===== src/rtl/route_demux2.sv =====
// route_demux2: routes each upstream word into one of two single-entry output channels.
// Each channel has a holding register with same-cycle drain/refill and a saturating delivery counter.
module route_demux2 #(
    parameter int DATA_WIDTH = 32
) (
    input  logic                  clk_i,
    input  logic                  reset_ni,
    input  logic                  in_valid_i,
    output logic                  in_ready_o,
    input  logic                  in_select_i,
    input  logic [DATA_WIDTH-1:0] in_data_i,
    output logic                  out0_valid_o,
    output logic                  out1_valid_o,
    input  logic                  out0_ready_i,
    input  logic                  out1_ready_i,
    output logic [DATA_WIDTH-1:0] out0_data_o,
    output logic [DATA_WIDTH-1:0] out1_data_o,
    output logic [15:0]           xfer0_count_o,
    output logic [15:0]           xfer1_count_o
);
    logic                  v0, v1;
    logic [DATA_WIDTH-1:0] d0, d1;
    logic [15:0]           cnt0, cnt1;
    logic                  drain0, drain1, load0, load1;

    assign drain0 = v0 & out0_ready_i;
    assign drain1 = v1 & out1_ready_i;
    // a channel can accept while its current word leaves on the same edge
    assign in_ready_o = reset_ni & (in_select_i ? (~v1 | drain1) : (~v0 | drain0));
    assign load0 = in_valid_i & in_ready_o & ~in_select_i;
    assign load1 = in_valid_i & in_ready_o & in_select_i;

    always_ff @(posedge clk_i or negedge reset_ni) begin
        if (!reset_ni) begin
            v0   <= 1'b0;
            v1   <= 1'b0;
            d0   <= '0;
            d1   <= '0;
            cnt0 <= '0;
            cnt1 <= '0;
        end else begin
            v0   <= load0 | (v0 & ~drain0);
            v1   <= load1 | (v1 & ~drain1);
            d0   <= load0 ? in_data_i : d0;
            d1   <= load1 ? in_data_i : d1;
            cnt0 <= cnt0 + 16'(drain0 & ~&cnt0);
            cnt1 <= cnt1 + 16'(drain1 & ~&cnt1);
        end
    end

    assign out0_valid_o  = v0;
    assign out1_valid_o  = v1;
    assign out0_data_o   = v0 ? d0 : '0;
    assign out1_data_o   = v1 ? d1 : '0;
    assign xfer0_count_o = cnt0;
    assign xfer1_count_o = cnt1;
endmodule


===== config.mk =====
export PLATFORM = sky130hd
export DESIGN_NAME = route_demux2
export DESIGN_NICKNAME = d
export VERILOG_FILES = /design/src/rtl/route_demux2.sv
export SDC_FILE = /design/constraint.sdc
export NUM_CORES = 1
export LEC_CHECK = 0
export BUFFER_PORTS_ARGS = -buffer_cell sky130_fd_sc_hd__buf_2
export CAP_MARGIN = 20
export CORE_ASPECT_RATIO = 0.8
export CORE_MARGIN = 1
export CORE_UTILIZATION = 55
export DETAILED_ROUTE_END_ITERATION = 12
export GPL_TIMING_DRIVEN = 0
export PLACE_DENSITY = 0.85
export REMOVE_ABC_BUFFERS = 1
export SLEW_MARGIN = 20
export SYNTH_ARGS = -nofsm -noshare
export SYNTH_HDL_FRONTEND = slang
export SYNTH_SLANG_ARGS = --single-unit

===== constraint.sdc =====
create_clock -name clk_i -period 4.05 [get_ports clk_i]
set_input_delay 0.6075 -clock clk_i [delete_from_list [all_inputs] [get_ports clk_i]]
set_output_delay 0.6075 -clock clk_i [all_outputs]
set_load 0.02 [all_outputs]

==> summary.txt, run 1 <==
Job
  – Max-Cap Viols: 0

Worst setup path
  – Startpoint Class: flop
  – CP Max Fanout: 35
  – Worst Path Arrival: 2120 ps
  – Crit path kind: reg -> out
  – Crit Reg-Reg Startpoint: out1_valid_o
  – Req. time, crit path: 3440 ps
  – CP Capture Type: primary output
  – Worst Setup SP: out0_valid_o

Hold path
  – Min-delay worst type: in -> async

Timing
  – RSZ-0062 raised after global routing: false
  – Final hold vios: 0
  – Fin crit period: 2726 ps
  – Fin worst setup slack: 1324 ps
  – Worst Max-Slew Pin Slew: 1026 ps
  – Final Max Slew Viols: 0
  – Crit share post-route: 67.31%
  – Final setup violation count: 0
  – Clk_skew: 4.998 ps
  – Worst hold slack: 188.8 ps
  – Relative slew slack: 31.60%
  – FMAX: 0.3668 GHz

Die
  – Placeable Area: 0.007910 sq mm
  – Starting Density: 56.68%
  – Vert. Die Dim: 82.75 microns
  – # rows: 29
  – I/O pin count: 137
  – Die width: 102.9 microns
  – Die area: 0.008518 sq mm

Global routing
  – Number of global-route vias before repair: 2888
  – Overflow after GRT: 0
  – Antenna violations before repair: 0
  – First-pass GRT wire length: 14.10 mm
  – Largest net degree at the start of global routing: 53
  – Tot GR Track Use: 22.15%

Finish
  – Post-Layout Cell Count: 588
  – Layout Nets: 519
  – Proportion of layout cells with a drive suffix above 1: 46.04%
  – Ant. Diodes: 0
  – Area Overhead vs Synth: 21.27%
  – Post-layout util: 68.73%

Logic synthesis
  – Seq/Total Area, Yosys: 54.70%
  – Yosys top cell by area: dfrtp_1
  – Synth area leaders: dfrtp_1, mux2_4, and2_1
  – Simple-gate share of the synthesized area: 16.19%
  – Synth Warn #: 0
  – Most frequent cells after synthesis: dfrtp_1, and2_1, mux2_2, mux2_4, xnor2_1
  – Post-Syn Instances: 338
  – Most common cell in the netlist: dfrtp_1
  – Post-Synth Adder-Cell Area: 1.675%
  – Most used flip-flop cell after synthesis: dfrtp_1
  – Mapped cell area: 0.004483 sq mm
  – Area share of xor/xnor cells in the synthesized design: 5.470%
  – Yosys cell types: 27
  – Main combinational cell family by area after synthesis: multiplexers
  – Synthesized flop and latch total: 98
  – Share of the synthesized area in the top cell type: 54.70%
  – Fraction of synthesized area in multiplexers: 18.50%
  – Synth Area per Inst: 13.26 sq um
  – Compound-Gate Fraction of Synth Area: 0.4466%
  – Post-synth EDFFs: 0
  – Async S/R FF share, synth: 100.0%

Drt
  – Drt wl/cell: 15.97 microns
  – Routed wire length: 9.393 mm
  – ANT nets after route: 0
  – Via density: 5.163
  – DRC viols: 0
  – First-pass iteration count of the detailed router: 4
  – Via count: 3036
  – Initial DRC count: 93

Power and ir drop
  – Reg power frac: 52.4%
  – Pwr Density: 453.1 mW/mm^2
  – Sw Share: 29.51%
  – Max VDD drop: 0.2284 mV
  – Pint: 1.737 mW
  – P_leak: 2.802 nW
  – Clock power share: 26.0%
  – Comb pwr share: 21.6%
  – Sw power: 0.7270 mW

Placement
  – Detailed placement HPWL: 6.469 mm
  – IO buf count: 136
  – Worst slack, placed: 1358 ps
  – GP Congestion: 0.8088
  – # placed instances: 572

Clock tree
  – Htree depth: 3
  – Clk_lat worst skew: 350 ps
  – Max clock buf depth: 2
  – Clk sink count: 98
  – CTS root buf: clkbuf_8
  – Clock transition at path regs: 90 ps
  – Post-cts resize count: 0
  – # Post-CTS Setup Buffers: 0
  – Num CTS Buffers: 9
  – Hold buffers post-CTS: 0
  – CTS tree: yes

Status
  – Status: finished clean
## layer usage
layer / routed length (microns) / track usage (%)
met5: 0 / 0
met4: 142 / 7.465
met3: 652 / 5.724
met2: 4312 / 36.07
met1: 4284 / 29.08
## worst max-delay path, stage by stage (launching register included)
cell and delay, ps:
dfrtp_1 1000, nor2b_4 340, o21ai_0 100, and2_1 170, buf_2 160
## cell type report
cell class	count	area [sq um]
multi-input combinational	225	1896
sequential	98	2452
inverter	2	7.507
clock inverter	4	50.05
clock buffer	12	155.1
timing repair buffer	139	740.7
tap	108	135.1
fill	616	2474
## state kept, by name, summed over array words and instances (netlist names)
signal         flops
d0                32
d1                32
out0_valid_o       1
out1_valid_o       1
xfer0_count_o     16
xfer1_count_o     16
## stage by stage
stage                     cell area (sq um)  setup TNS, ps  power, mW
after global routing                   5436              0      2.592
after detailed placement               5231              0      1.840
final                                  5436              0      2.464
after global placement                 5171         -12680      1.802
after floorplan                        4355              0      1.623
after CTS                              5436              0      2.483
## path summary, 6_finish.rpt
kind                                           to  slack [ps]  cells after the start
max in group asynchronous            out1_valid_o        3260                      2
worst max register to register  xfer1_count_o[10]        1420                      7
worst min-delay path                        d1[1]         190                      1
worst min register to register             d0[26]         490                      1
min in group clk_i                         d0[26]         490                      2
worst max-delay path                   in_ready_o        1320                      4
## power by group through the flow
stage	Sequential [mW]	Clock [mW]	Combinational, mW
final	1.29	0.642	0.531
after global routing	1.32	0.698	0.577
after CTS	1.29	0.655	0.537
after detailed placement	1.30	0	0.535
after global placement	1.29	0	0.510
after floorplan	1.31	0	0.308
## cells by family after synthesis
group | count (synthesis)
muxes | 64
xor gates and xnor gates | 28
AOI/OAI and AO/OA | 3
DFF | 98
adders and majority gates | 6
buffers and inverters | 15
and+or+nand+nor | 124
## placed cells by master, fill, tap and decap left out, types with 2 or more instances in the layout
master      count
clkinvlp_4      2
clkbuf_8       11
buf_2         135
xor2_1         11
nand2_1        11
inv_1           2
mux2_1          2
ha_1            6
and2_1         65
nor3_1          2
buf_6           2
mux2_4         29
mux2_2         33
dfrtp_1        98
nand3_1        14
xnor2_1        17
nor2_1         12
and3_1          3
nand4_1        11
Power figures use the tool's default switching activity.
==> run 2: changes to the inputs <==
--- a/config.mk
+++ b/config.mk
@@ -9,10 +9,10 @@
 export CAP_MARGIN = 20
 export CORE_ASPECT_RATIO = 0.8
 export CORE_MARGIN = 1
-export CORE_UTILIZATION = 55
+export CORE_UTILIZATION = 46
 export DETAILED_ROUTE_END_ITERATION = 12
 export GPL_TIMING_DRIVEN = 0
-export PLACE_DENSITY = 0.85
+export PLACE_DENSITY = 0.76
 export REMOVE_ABC_BUFFERS = 1
 export SLEW_MARGIN = 20
 export SYNTH_ARGS = -nofsm -noshare
==> constraint.sdc (replaced) <==
create_clock -name clk_i -period 2.2 [get_ports clk_i]
set_input_delay 0.33 -clock clk_i [delete_from_list [all_inputs] [get_ports clk_i]]
set_output_delay 0.33 -clock clk_i [all_outputs]
set_load 0.02 [all_outputs]
==> run 2 against run 1 <==
Against the previous run: critical path depth increased by 6; largest cell class unchanged; die area up 19%; clock power grew to 2.6 times the previous value.
==> summary.txt, run 2 (synthesized netlist as in run 1, its figures left out) <==
Timing
  – Clk_skew: 4.349 ps (was 4.998 ps)
  – FMAX: 0.4658 GHz
  – Crit share post-route: 97.59%
  – Fin crit period: 2147 ps
  – Relative slew slack: 56.02% (was 31.60%)
  – Final Max Slew Viols: 0 (unchanged)
  – Final setup violation count: 0 (unchanged)
  – Final hold vios: 0 (unchanged)
  – Worst Max-Slew Pin Slew: 659.8 ps (was 1026 ps)

Global routing
  – Tot GR Track Use: 20.08% (was 22.15%)
  – First-pass GRT wire length: 15.79 mm (was 14.10 mm)
  – Number of global-route vias before repair: 3139 (was 2888)
  – Overflow after GRT: 0 (unchanged)
  – Antenna violations before repair: 0 (unchanged)
  – Largest net degree at the start of global routing: 52 (was 53)

Drt
  – Initial DRC count: 115 (was 93)
  – ANT nets after route: 0 (unchanged)
  – Drt wl/cell: 16.14 microns (was 15.97 microns)
  – DRC viols: 0 (unchanged)
  – First-pass iteration count of the detailed router: 4 (unchanged)
  – Via count: 3045 (was 3036)
  – Routed wire length: 9.733 mm (was 9.393 mm)
  – Via density: 5.050 (was 5.163)

Clock tree
  – Num CTS Buffers: 9 (unchanged)
  – CTS root buf: clkbuf_16 (was clkbuf_8)
  – Clk sink count: 98 (unchanged)
  – Clock transition at path regs: 60 ps (was 90 ps)
  – Htree depth: 3 (unchanged)
  – CTS tree: yes (unchanged)
  – Max clock buf depth: 2 (unchanged)
  – Clk_lat worst skew: 340 ps (was 350 ps)

Worst setup path
  – Critical path endpoint: xfer1_count_o[10] (was in_ready_o)
  – Req. time, crit path: 2420 ps (was 3440 ps)
  – Worst Path Arrival: 2370 ps (was 2120 ps)
  – Crit path kind: reg -> reg (was reg -> out)
  – Cells on worst reg2reg path: 10 (was 7)
  – Startpoint Class: flop (unchanged)
  – Crit Reg-Reg Startpoint: xfer1_count_o[10] (was out1_valid_o)
  – CP Capture Type: flop (was primary output)
  – CP Max Fanout: 4 (was 35)
  – RR Endpoint: xfer1_count_o[10] (unchanged)
  – Reg2reg setup slack: 50 ps (was 1420 ps)
  – Worst Setup SP: xfer1_count_o[10] (was out0_valid_o)

Power and ir drop
  – Sw Share: 27.14% (was 29.51%)
  – Pint: 3.687 mW (was 1.737 mW)
  – Reg power frac: 47.2% (was 52.4%)
  – Sw power: 1.373 mW (was 0.7270 mW)
  – P_leak: 2.916 nW (was 2.802 nW)
  – Comb pwr share: 19.7% (was 21.6%)
  – Max VDD drop: 0.6986 mV (was 0.2284 mV)
  – Pwr Density: 881.0 mW/mm^2 (was 453.1 mW/mm^2)
  – Overall Power: 5.061 mW (was 2.464 mW)
  – Clock power share: 33.2% (was 26.0%)

Die
  – Starting Density: 48.36% (was 56.68%)
  – Placeable Area: 0.009270 sq mm (was 0.007910 sq mm)
  – I/O pin count: 137 (unchanged)
  – # rows: 31 (was 29)
  – Die width: 112.4 microns (was 102.9 microns)
  – Die area: 0.01015 sq mm (was 0.008518 sq mm)
  – Vert. Die Dim: 90.30 microns (was 82.75 microns)

Finish
  – Commonest cells after routing, fill and taps aside: buf_2, dfrtp_1, and2_1 (unchanged)
  – Commonest non-fill, non-tap cell in the layout: buf_2 (unchanged)
  – Design area: 0.005744 sq mm (was 0.005436 sq mm)
  – Layout Nets: 528 (was 519)
  – Area Overhead vs Synth: 28.13% (was 21.27%)
  – Largest regs: d0 (32), d1 (32) (unchanged)
  – Proportion of layout cells with a drive suffix above 1: 49.59% (was 46.04%)
  – Ant. Diodes: 0 (unchanged)
  – Fillers: 743 (was 616)

Placement
  – Detailed placement HPWL: 6.302 mm (was 6.469 mm)
  – GP Congestion: 0.7741 (was 0.8088)
  – IO buf count: 136 (unchanged)
  – Cell area after placement: 0.005256 sq mm (was 0.005231 sq mm)

Job
  – Max-Cap Viols: 0 (unchanged)

Status
  – Status: finished clean (unchanged)

Hold path
  – Min-delay worst type: in -> async (unchanged)
## run 2: layout make-up
class | instances | area (sq um) | share of cell area, %
Timing Repair Buffer | 148 | 884.6 | 15.40
Clock inverter | 2 | 60.06 | 1.046
Inverter | 2 | 7.507 | 0.1307
Clock buffer | 13 | 260.3 | 4.531
Sequential cell | 98 | 2465 | 42.91
Multi-Input combinational cell | 225 | 1923 | 33.48
Tap cell | 115 | 143.9 | 2.505
## run 2: power by group through the flow
stage | Combinational, mW | Clock (mW) | Sequential (mW)
finish | 0.995 | 1.68 | 2.39
floorplan | 0.568 | 0 | 2.42
detailed placement | 0.982 | 0 | 2.40
global route | 1.08 | 1.80 | 2.44
global placement | 0.939 | 0 | 2.38
CTS | 1.00 | 1.72 | 2.38
## run 2: how the worst min path moves through the flow
stage | startpoint | end | slack (ps) | depth (start not counted)
5_1_grt | reset_ni | d1[5] | 70 | 3
3_3_place_gp | d0[30] | d0[30] | 460 | 1
6_report | reset_ni | d1[5] | 60 | 3
4_1_cts | reset_ni | d1[5] | 60 | 3
3_5_place_dp | reset_ni | d1[5] | 300 | 1
2_1_floorplan | reset_ni | d0[0] | 30 | 0
## run 2: timing repair
item / in CTS / in global routing
cloned: 0 / 0
gates resized for setup: 5 / 11
pin swaps: 1 / 6
endpoints found under the hold margin: 47 / 0
buffers inserted: 1 / 5
setup endpoints to repair: 65 / 10
hold buffers: 3 / 0
## run 2: routing by layer
layer	track usage, %	wire, microns	vias up
li1	-	-	1425
met1	27.71	4650	1498
met2	31.06	4390	116
met3	5.839	619	6
met4	5.333	73	0
met5	0	0	-
## run 2: through the flow
stage               setup WS (ps)  hold WS, ps  instances  util [%]  TNS [ps]
finish                      52.95        58.55        603     61.97         0
global route               -56.38        68.85        603     61.97    -82.51
CTS                        -114.8        62.90        598     61.26    -114.8
detailed placement         -509.9        301.7        579     56.70    -10800
global placement            -2011        461.3        576     55.88   -129450
floorplan                  -165.0        34.41        325         -     -1095
## run 2: worst max-delay path, stage by stage, from the launching register on
cell,delay (ps)
dfrtp_1,400
nand4_1,170
nor2_2,160
nand3_1,100
o311a_1,340
ha_2,200
ha_2,190
nand3_2,110
nor2_2,70
and3_4,160
xor2_1,130
